===== src/rtl/rv32i_pkg.sv =====
// Shared types and constants for the load/store unit: FSM states, response
// error codes and access-size encodings.
package rv32i_pkg;

  typedef enum logic [1:0] {
    ST_IDLE = 2'd0,
    ST_RD   = 2'd1,
    ST_WR   = 2'd2,
    ST_RESP = 2'd3
  } lsu_state_t;

  typedef enum logic [1:0] {
    LSU_ERR_OK          = 2'b00,
    LSU_ERR_LD_MISALIGN = 2'b01,
    LSU_ERR_ST_MISALIGN = 2'b10,
    LSU_ERR_FAULT       = 2'b11
  } lsu_err_t;

  localparam logic [1:0] LSU_SZ_B = 2'b00;
  localparam logic [1:0] LSU_SZ_H = 2'b01;
  localparam logic [1:0] LSU_SZ_W = 2'b10;

  // Low address bits that must be zero for an access of the given size.
  function automatic logic [1:0] lsu_align_mask(input logic [1:0] sz);
    logic [1:0] mask;
    case (sz)
      LSU_SZ_H: mask = 2'b01;
      LSU_SZ_W: mask = 2'b11;
      default:  mask = 2'b00;
    endcase
    return mask;
  endfunction

endpackage


===== src/rtl/lsu_align_check.sv =====
// Combinational legality decode for a load/store request: access fault
// (illegal size/funct3 or out-of-range address) beats misalignment.
module lsu_align_check
  import rv32i_pkg::*;
#(
  parameter int MEM_BYTES = 32768
) (
  input  logic [2:0]  funct3,
  input  logic [31:0] addr,
  input  logic        we,
  output lsu_err_t    err
);

  logic fault;
  logic misaligned;

  always_comb begin
    fault = (funct3[1:0] == 2'b11)
         || (we && funct3[2])
         || (!we && (funct3 == 3'b110))
         || ({1'b0, addr} >= 33'(MEM_BYTES));
    misaligned = (addr[1:0] & lsu_align_mask(funct3[1:0])) != 2'b00;
    err = LSU_ERR_OK;
    if (fault) begin
      err = LSU_ERR_FAULT;
    end else if (misaligned) begin
      err = we ? LSU_ERR_ST_MISALIGN : LSU_ERR_LD_MISALIGN;
    end
  end

endmodule


===== src/rtl/load_store_unit.sv =====
// Single-outstanding load/store unit bridging a request/response handshake to
// a simple memory port. Optional perf counters via LSU_PERF_CNT_EN.
//
//   state   | meaning
//   IDLE    | ready for a request (req_ready high)
//   RD      | memory read in progress, rd_addr/funct3 driven
//   WR      | one-cycle memory write, wr_en high
//   RESP    | rsp_valid held until rsp_ready
module load_store_unit
  import rv32i_pkg::*;
#(
  parameter int MEM_BYTES = 32768,
  parameter int MEM_WIDTH = $clog2(MEM_BYTES),
  parameter int MLEN      = 64
) (
  input  logic                 clk,
  input  logic                 aresetn,
  input  logic                 req_valid,
  output logic                 req_ready,
  input  logic                 req_we,
  input  logic [2:0]           req_funct3,
  input  logic [31:0]          req_addr,
  input  logic [31:0]          req_wdata,
  output logic                 rsp_valid,
  input  logic                 rsp_ready,
  output logic [31:0]          rsp_rdata,
  output logic [1:0]           rsp_err,
  output logic [2:0]           funct3,
  output logic [MEM_WIDTH-1:0] rd_addr,
  input  logic [MLEN-1:0]      rd_data,
  output logic [MEM_WIDTH-1:0] wr_addr,
  output logic [MLEN-1:0]      wr_data,
  output logic                 wr_en,
  input  logic [1:0]           error
`ifdef LSU_PERF_CNT_EN
  ,
  output logic [31:0]          perf_loads,
  output logic [31:0]          perf_stores,
  output logic [31:0]          perf_faults
`endif
);

  lsu_state_t           state_q, state_d;
  logic                 we_q, we_d;
  logic [2:0]           funct3_q, funct3_d;
  logic [MEM_WIDTH-1:0] rd_addr_q, rd_addr_d;
  logic [MEM_WIDTH-1:0] wr_addr_q, wr_addr_d;
  logic [MLEN-1:0]      wr_data_q, wr_data_d;
  logic [31:0]          rdata_q, rdata_d;
  lsu_err_t             err_q, err_d;
  lsu_err_t             chk_err;
  logic                 live_q;

  logic unused_rd_data;
  assign unused_rd_data = ^rd_data[MLEN-1:32];

  lsu_align_check #(
    .MEM_BYTES(MEM_BYTES)
  ) u_align_check (
    .funct3(req_funct3),
    .addr  (req_addr),
    .we    (req_we),
    .err   (chk_err)
  );

  // live_q keeps req_ready low while reset is asserted even though state is IDLE.
  assign req_ready = live_q && (state_q == ST_IDLE);
  assign rsp_valid = (state_q == ST_RESP);
  assign wr_en     = (state_q == ST_WR);
  assign rsp_rdata = rdata_q;
  assign rsp_err   = err_q;
  assign funct3    = funct3_q;
  assign rd_addr   = rd_addr_q;
  assign wr_addr   = wr_addr_q;
  assign wr_data   = wr_data_q;

  always_comb begin
    state_d   = state_q;
    we_d      = we_q;
    funct3_d  = funct3_q;
    rd_addr_d = rd_addr_q;
    wr_addr_d = wr_addr_q;
    wr_data_d = wr_data_q;
    rdata_d   = rdata_q;
    err_d     = err_q;
    case (state_q)
      ST_IDLE: begin
        if (req_valid && req_ready) begin
          we_d    = req_we;
          err_d   = chk_err;
          rdata_d = '0;
          if (chk_err != LSU_ERR_OK) begin
            state_d = ST_RESP;
          end else begin
            funct3_d = req_funct3;
            if (req_we) begin
              wr_addr_d = req_addr[MEM_WIDTH-1:0];
              wr_data_d = MLEN'(req_wdata);
              state_d   = ST_WR;
            end else begin
              rd_addr_d = req_addr[MEM_WIDTH-1:0];
              state_d   = ST_RD;
            end
          end
        end
      end
      ST_RD: begin
        if (error[0]) begin
          err_d = LSU_ERR_FAULT;
        end else begin
          rdata_d = rd_data[31:0];
        end
        state_d = ST_RESP;
      end
      ST_WR: begin
        if (error[1]) begin
          err_d = LSU_ERR_FAULT;
        end
        state_d = ST_RESP;
      end
      ST_RESP: begin
        if (rsp_ready) begin
          state_d = ST_IDLE;
        end
      end
      default: state_d = ST_IDLE;
    endcase
  end

  always_ff @(posedge clk or negedge aresetn) begin
    if (!aresetn) begin
      state_q   <= ST_IDLE;
      live_q    <= 1'b0;
      we_q      <= 1'b0;
      funct3_q  <= '0;
      rd_addr_q <= '0;
      wr_addr_q <= '0;
      wr_data_q <= '0;
      rdata_q   <= '0;
      err_q     <= LSU_ERR_OK;
    end else begin
      state_q   <= state_d;
      live_q    <= 1'b1;
      we_q      <= we_d;
      funct3_q  <= funct3_d;
      rd_addr_q <= rd_addr_d;
      wr_addr_q <= wr_addr_d;
      wr_data_q <= wr_data_d;
      rdata_q   <= rdata_d;
      err_q     <= err_d;
    end
  end

`ifdef LSU_PERF_CNT_EN
  logic [31:0] loads_q, stores_q, faults_q;
  logic        rsp_hs;

  assign rsp_hs      = rsp_valid && rsp_ready;
  assign perf_loads  = loads_q;
  assign perf_stores = stores_q;
  assign perf_faults = faults_q;

  always_ff @(posedge clk or negedge aresetn) begin
    if (!aresetn) begin
      loads_q  <= '0;
      stores_q <= '0;
      faults_q <= '0;
    end else if (rsp_hs) begin
      if (err_q != LSU_ERR_OK) begin
        faults_q <= faults_q + 32'd1;
      end else if (we_q) begin
        stores_q <= stores_q + 32'd1;
      end else begin
        loads_q <= loads_q + 32'd1;
      end
    end
  end
`endif

endmodule


===== config.mk =====
export PLATFORM = sky130hd
export DESIGN_NAME = load_store_unit
export DESIGN_NICKNAME = d
export VERILOG_FILES = /design/src/rtl/rv32i_pkg.sv /design/src/rtl/lsu_align_check.sv /design/src/rtl/load_store_unit.sv
export SDC_FILE = /design/constraint.sdc
export NUM_CORES = 1
export LEC_CHECK = 0
export ABC_AREA = 0
export CORE_ASPECT_RATIO = 0.9
export CORE_MARGIN = 3
export CORE_UTILIZATION = 34
export DETAILED_ROUTE_END_ITERATION = 8
export GPL_TIMING_DRIVEN = 0
export PLACE_DENSITY = 0.78
export SLEW_MARGIN = 10
export SYNTH_ARGS = -nofsm -noshare
export SYNTH_HDL_FRONTEND = slang
export SYNTH_SLANG_ARGS = --single-unit

===== constraint.sdc =====
create_clock -name clk -period 2.05 [get_ports clk]
set_input_delay 0.41 -clock clk [delete_from_list [all_inputs] [get_ports clk]]
set_output_delay 0.41 -clock clk [all_outputs]
set_load 0.01 [all_outputs]

==> impl_metrics.yaml, run 1 <==
placement:
  hpwl_mm: 9.24
  portBuffers: 207
  gp_congestion: 0.786
floorplan:
  chipHeight_um: 114
  num_rows: 38
  start_util: 0.358
  core-area_um2: 12400
  die_x_um: 126
  boundaryPins: 272
  die_area_um2: 14400
power_and_ir_drop:
  p_switching_mw: 1.85
  ir_drop_uv: 707
  p_per_area_nw_per_um2: 754
  seqPwrFrac: 0.399
  combPwrFrac: 0.313
  clockPowerShare: 0.288
  p_int_mw: 3.86
  leakage_nw: 3.68
  power_mw: 5.71
  power.share.switching: 0.324
clocking:
  clockBufferDepth: 2
  cts_made_buffers: 9
  htreeDepth: 3
  cts_sinks: 102
  clock_latency_ns: 0.34
  cts_hold_buf: 0
  clk_pin_slew_ns: 0.07
  tritoncts: "done"
  root_buffer: "clkbuf_16"
synthesis:
  netlist-cell-type-count: 31
  ys_ff_latch: 102
  ys_warn_count: 0
  syn_inst: 366
  synth_top_area_frac: 0.577
  synth_area_per_cell_um2: 12.1
  ys_seq_area_frac: 0.577
  synth_area_um2: 4420
  yosys.area.top_type: "dfrtp_1"
  synth.area.top_cells: "dfrtp_1, mux2_2, buf_4"
final_layout:
  drive_gt1_frac: 0.252
  num-fill-cells: 994
  seqCellArea_um2: 2550
  final_common_cell: "clkdlybuf4s50_1"
  fin_nets: 774
  multi_input_area_um2: 1820
  diodes: 0
  utilization: 0.612
  layout_common_cells: "clkdlybuf4s50_1, dfrtp_1, nand2_1, buf_4, mux2_4"
  area_delta_synth_final_pct: 71.1
critical_path:
  cp_num_buf_inv: 4
  r2r_slack_ns: 0.03
  cp-end-kind: "flop"
  path_depth: 8
  reg2reg_to: "wr_data[21]"
  critPathLaunch: "state_q[1]"
  worstSetupPathType: "reg2reg"
  reg2regPathDepth: 8
  worstPathRequired_ns: 2.27
  regToRegStartpoint: "state_q[1]"
  cp.arrival_ns: 2.24
  cp_top_family: "buffers and inverters"
  cpPeakStageDelay_ns: 0.44
  critical_path.startpoint_type: "flop"
  path_cells: "inv_2 -> ha_4 -> nand4_1 -> nor4_4 -> buf_6 -> buf_12 -> buf_8 -> mux2_4"
  cpMaxStageDelayCell: "dfrtp_1"
  setup.worst_path.end: "wr_data[21]"
  crit_path_max_fanout: 8
grt:
  grt-ovfl-total: 0
  grt_util_all_layers: 0.166
  grt_pass1_wl_mm: 19.2
  grt_max_degree: 58
  antenna_found_initial: 0
  grt_pass1_vias: 3651
route:
  drtIter0Drc: 114
  drc: 0
  postRouteAntennaNets: 0
  via_per_inst: 4.53
  routedWlPerCell_um: 16.1
  num_vias: 3594
  drt-total-wl_mm: 12.8
  dr.pass1.iters: 4
timing:
  rsz0062_at_grt: "true"
  hold_violations: 0
  period_needed_ns: 2.02
  finalCritPeriodShare: 0.986
  drv_slew: 0
  slew_headroom: 0.582
  skew_ns: 0.00720
  fin_setup_tns_ns: 0
  worst_pin_slew_ns: 0.627
  hold-worst-slack_ns: 0.0872
  setup_viol: 0
  clock.fmax_mhz: 495
min_path:
  hold_path_class: "in2async"
job:
  max_cap_violations: 0
outcome:
  status: "complete, no violations"
power groups by stage:
stage / clock [mW] / sequential, mW / combinational [mW]
final: 1.65 / 2.28 / 1.79
after CTS: 1.71 / 2.27 / 1.76
after detailed placement: 0 / 2.31 / 1.69
after global routing: 1.78 / 2.30 / 1.97
after floorplan: 0 / 2.36 / 0.821
after global placement: 0 / 2.30 / 1.65
kinds of logic (layout without fill, tap and decap cells):
logic type	after synthesis	in the layout	synth area share
buffers and inverters	57	294	0.0840
adder cells (fa/ha/maj)	7	7	0.0198
AND/OR/NAND/NOR	120	120	0.122
AO/OA/AOI/OAI	11	11	0.0164
other	2	33	0.00170
flip-flops	102	102	0.577
multiplexers	67	67	0.178
layout make-up:
type                            count  area share
Multi-Input combinational cell    238       0.240
Inverter                            8     0.00397
Clock buffer                       10      0.0316
Tap cell                          160      0.0265
Timing Repair Buffer              225       0.308
Clock inverter                      6     0.00728
Sequential cell                   102       0.337
Buffer                             45      0.0450
worst min path at each step:
| stage | start | end | cells after the start |
|---|---|---|---|
| CTS | aresetn | wr_data[17] | 1 |
| global route | aresetn | wr_data[17] | 1 |
| detailed placement | aresetn | wr_data[17] | 1 |
| finish | aresetn | wr_data[17] | 1 |
| global placement | rsp_rdata[1] | rsp_rdata[1] | 2 |
| floorplan | aresetn | funct3[0] | 0 |
per-stage QoR:
step	setup WS (ns)	area, um^2	cells
finish	0.0297	7570	794
global route	-0.0256	7570	794
CTS	0.00748	7430	793
detailed placement	-1.24	6840	765
global placement	-3.14	6810	764
floorplan	0.000823	4540	397
layer usage:
layer | share of wire | GRT usage | vias to the layer above | routed length [um]
met3 | 0.088 | 0.0592 | 8 | 1120
li1 | - | - | 1697 | -
met2 | 0.49 | 0.287 | 155 | 6320
met4 | 0.0078 | 0.0372 | 0 | 100
met1 | 0.41 | 0.201 | 1734 | 5260
met5 | 0 | 0 | - | 0
cell usage after synthesis, drive strengths merged:
cell type / n
o21ai: 2
nand3: 33
and2: 1
mux2: 65
a211oi: 1
nor2: 4
nor3: 1
nor4: 7
or4: 1
a21boi: 1
ha: 7
inv: 8
nor2b: 1
buf: 41
a31oi: 4
or2: 1
a211o: 1
a2111oi: 1
clkbuf: 8
a21oi: 1
nand4: 3
dfrtp: 102
nand2: 68
mux2i: 2
conb: 2
timing repair:
action / CTS / global route
pin swaps: 9 / 5
cloned: 3 / 1
resized for setup: 68 / 34
setup endpoints to repair: 98 / 87
buffers inserted: 13 / 1
sequential cells by signal, summed over array words and instances (netlist names):
signal and flops:
rsp_rdata 32, live_q 1, funct3 3, state_q 2, rd_addr 15, wr_addr 15, rsp_err 2, wr_data 32
(Power assumes the default switching activity.)
==> inputs of run 2 (changes only) <==
- CTS_CLUSTER_DIAMETER: not set -> 80
- PLACE_DENSITY: 0.78 -> not set
- PLACE_DENSITY_LB_ADDON: not set -> 0.3
==> impl_metrics.yaml, run 2 (synthesis gave the netlist of run 1 again) <==
power_and_ir_drop:
  clockPowerShare: 0.296
  p_int_mw: 3.99
  p_per_area_nw_per_um2: 761
  seqPwrFrac: 0.390
  ir_drop_uv: 732
  p_switching_mw: 1.83
  leakage_nw: 3.71
  power.share.switching: 0.314
  power_mw: 5.82
  combPwrFrac: 0.313
route:
  dr.pass1.iters: 4
  postRouteAntennaNets: 0
  drt-total-wl_mm: 12.8
  drc: 0
  routedWlPerCell_um: 16.0
  num_vias: 3613
  via_per_inst: 4.53
  drtIter0Drc: 97
timing:
  rsz0062_at_grt: "true"
  clock.fmax_mhz: 502
  hold_violations: 2
  skew_ns: 0.00633
  finalCritPeriodShare: 0.973
  drv_slew: 0
  setup_slack_ns: 0.0561
  fin_setup_tns_ns: 0
  period_needed_ns: 1.99
  setup_viol: 0
  hold-worst-slack_ns: -0.00562
grt:
  grt_pass1_wl_mm: 20.5
  antenna_found_initial: 0
  grt_util_all_layers: 0.180
  grt_max_degree: 53
  grt_pass1_vias: 3822
  grt-ovfl-total: 0
floorplan:
  core-area_um2: 12400
  num_rows: 38
  chipHeight_um: 114
  die_x_um: 126
  boundaryPins: 272
  start_util: 0.358
  die_area_um2: 14400
placement:
  hpwl_mm: 9.24
  placedCellCount: 765
  portBuffers: 207
  gp_congestion: 0.775
  placed_area_um2: 6840
  place_ws_ns: -1.15
min_path:
  hold_path_class: "in2async"
outcome:
  failed_checks: "hold timing"
  status: "complete, but fails checks"
clocking:
  root_buffer: "clkbuf_16"
  cts_hold_buf: 0
  cts_sinks: 102
  clockBufferDepth: 2
  cts_made_buffers: 9
  tritoncts: "done"
  htreeDepth: 3
  clock_latency_ns: 0.34
  clk_pin_slew_ns: 0.07
critical_path:
  crit_path_max_fanout: 5
  critical_path.startpoint_type: "input pin"
  cp-end-kind: "flop"
  cp.arrival_ns: 2.22
  worstSetupPathType: "in2reg"
  worstPathRequired_ns: 2.28
final_layout:
  layout_common_cells: "clkdlybuf4s50_1, dfrtp_1, nand2_1, mux2_4, buf_4"
  final_cells: 798
  diodes: 0
  area_delta_synth_final_pct: 72.8
  drive_gt1_frac: 0.257
  final_common_cell: "clkdlybuf4s50_1"
  fin_area_um2: 7640
  num-fill-cells: 1019
  fin_nets: 778
job:
  max_cap_violations: 0
==> run 2: path summary, 6_finish.rpt <==
kind                          startpoint            to  slack [ns]  cells after the start
hold / removal                   aresetn   wr_data[21]      -0.006                      1
hold reg to reg             rsp_rdata[8]  rsp_rdata[8]        0.47                      2
setup reg to reg              state_q[0]    wr_data[2]        0.06                      8
max in group asynchronous        aresetn    state_q[0]        1.44                      2
setup / recovery            req_addr[24]    rd_addr[6]        0.06                      6
min in group clk           req_funct3[1]     funct3[1]        0.32                      2
==> run 2: critical path: stages <==
cell and delay (ns):
dlygate4sd2_1 0.25, nor4_2 0.31, nand2_2 0.13, or4_4 0.64
buf_16 0.18, mux2_4 0.29
==> run 2: what timing repair did <==
action,in CTS,in global routing
resized for setup,94,27
setup buffers,17,3
pin swaps,9,6
setup endpoints to repair,98,94
cloned,4,0
==> run 2: power by group through the flow <==
stage / clock [mW] / combinational (mW) / sequential [mW]
6_report: 1.72 / 1.82 / 2.27
3_5_place_dp: 0 / 1.71 / 2.31
3_3_place_gp: 0 / 1.66 / 2.30
4_1_cts: 1.77 / 1.77 / 2.27
5_1_grt: 1.88 / 2.02 / 2.29
2_1_floorplan: 0 / 0.821 / 2.36
==> run 2: cell type report <==
| cell class | instances | area, um^2 | share of cell area |
|---|---|---|---|
| sequential | 102 | 2550 | 0.334 |
| timing repair buffer | 230 | 2380 | 0.311 |
| clock inverter | 5 | 56.3 | 0.00737 |
| tap | 160 | 200 | 0.0262 |
| multi-input combinational | 238 | 1850 | 0.243 |
| inverter | 8 | 30.0 | 0.00393 |
| buffer | 44 | 328 | 0.0429 |
| clock buffer | 11 | 243 | 0.0318 |
==> run 2: through the flow <==
stage                     utilization  hold WS (ns)
after floorplan                     -         0.114
final                           0.618      -0.00562
after detailed placement        0.553         0.386
after global routing            0.618       0.00880
after global placement          0.551         0.448
after CTS                       0.617       0.00446
==> run 2: layer usage <==
layer / track usage / vias to the layer above / routed length [um]
met2: 0.294 / 165 / 6160
met1: 0.211 / 1731 / 5070
met5: 0 / - / 0
met4: 0.0529 / 0 / 149
met3: 0.0886 / 12 / 1390
li1: - / 1705 / -
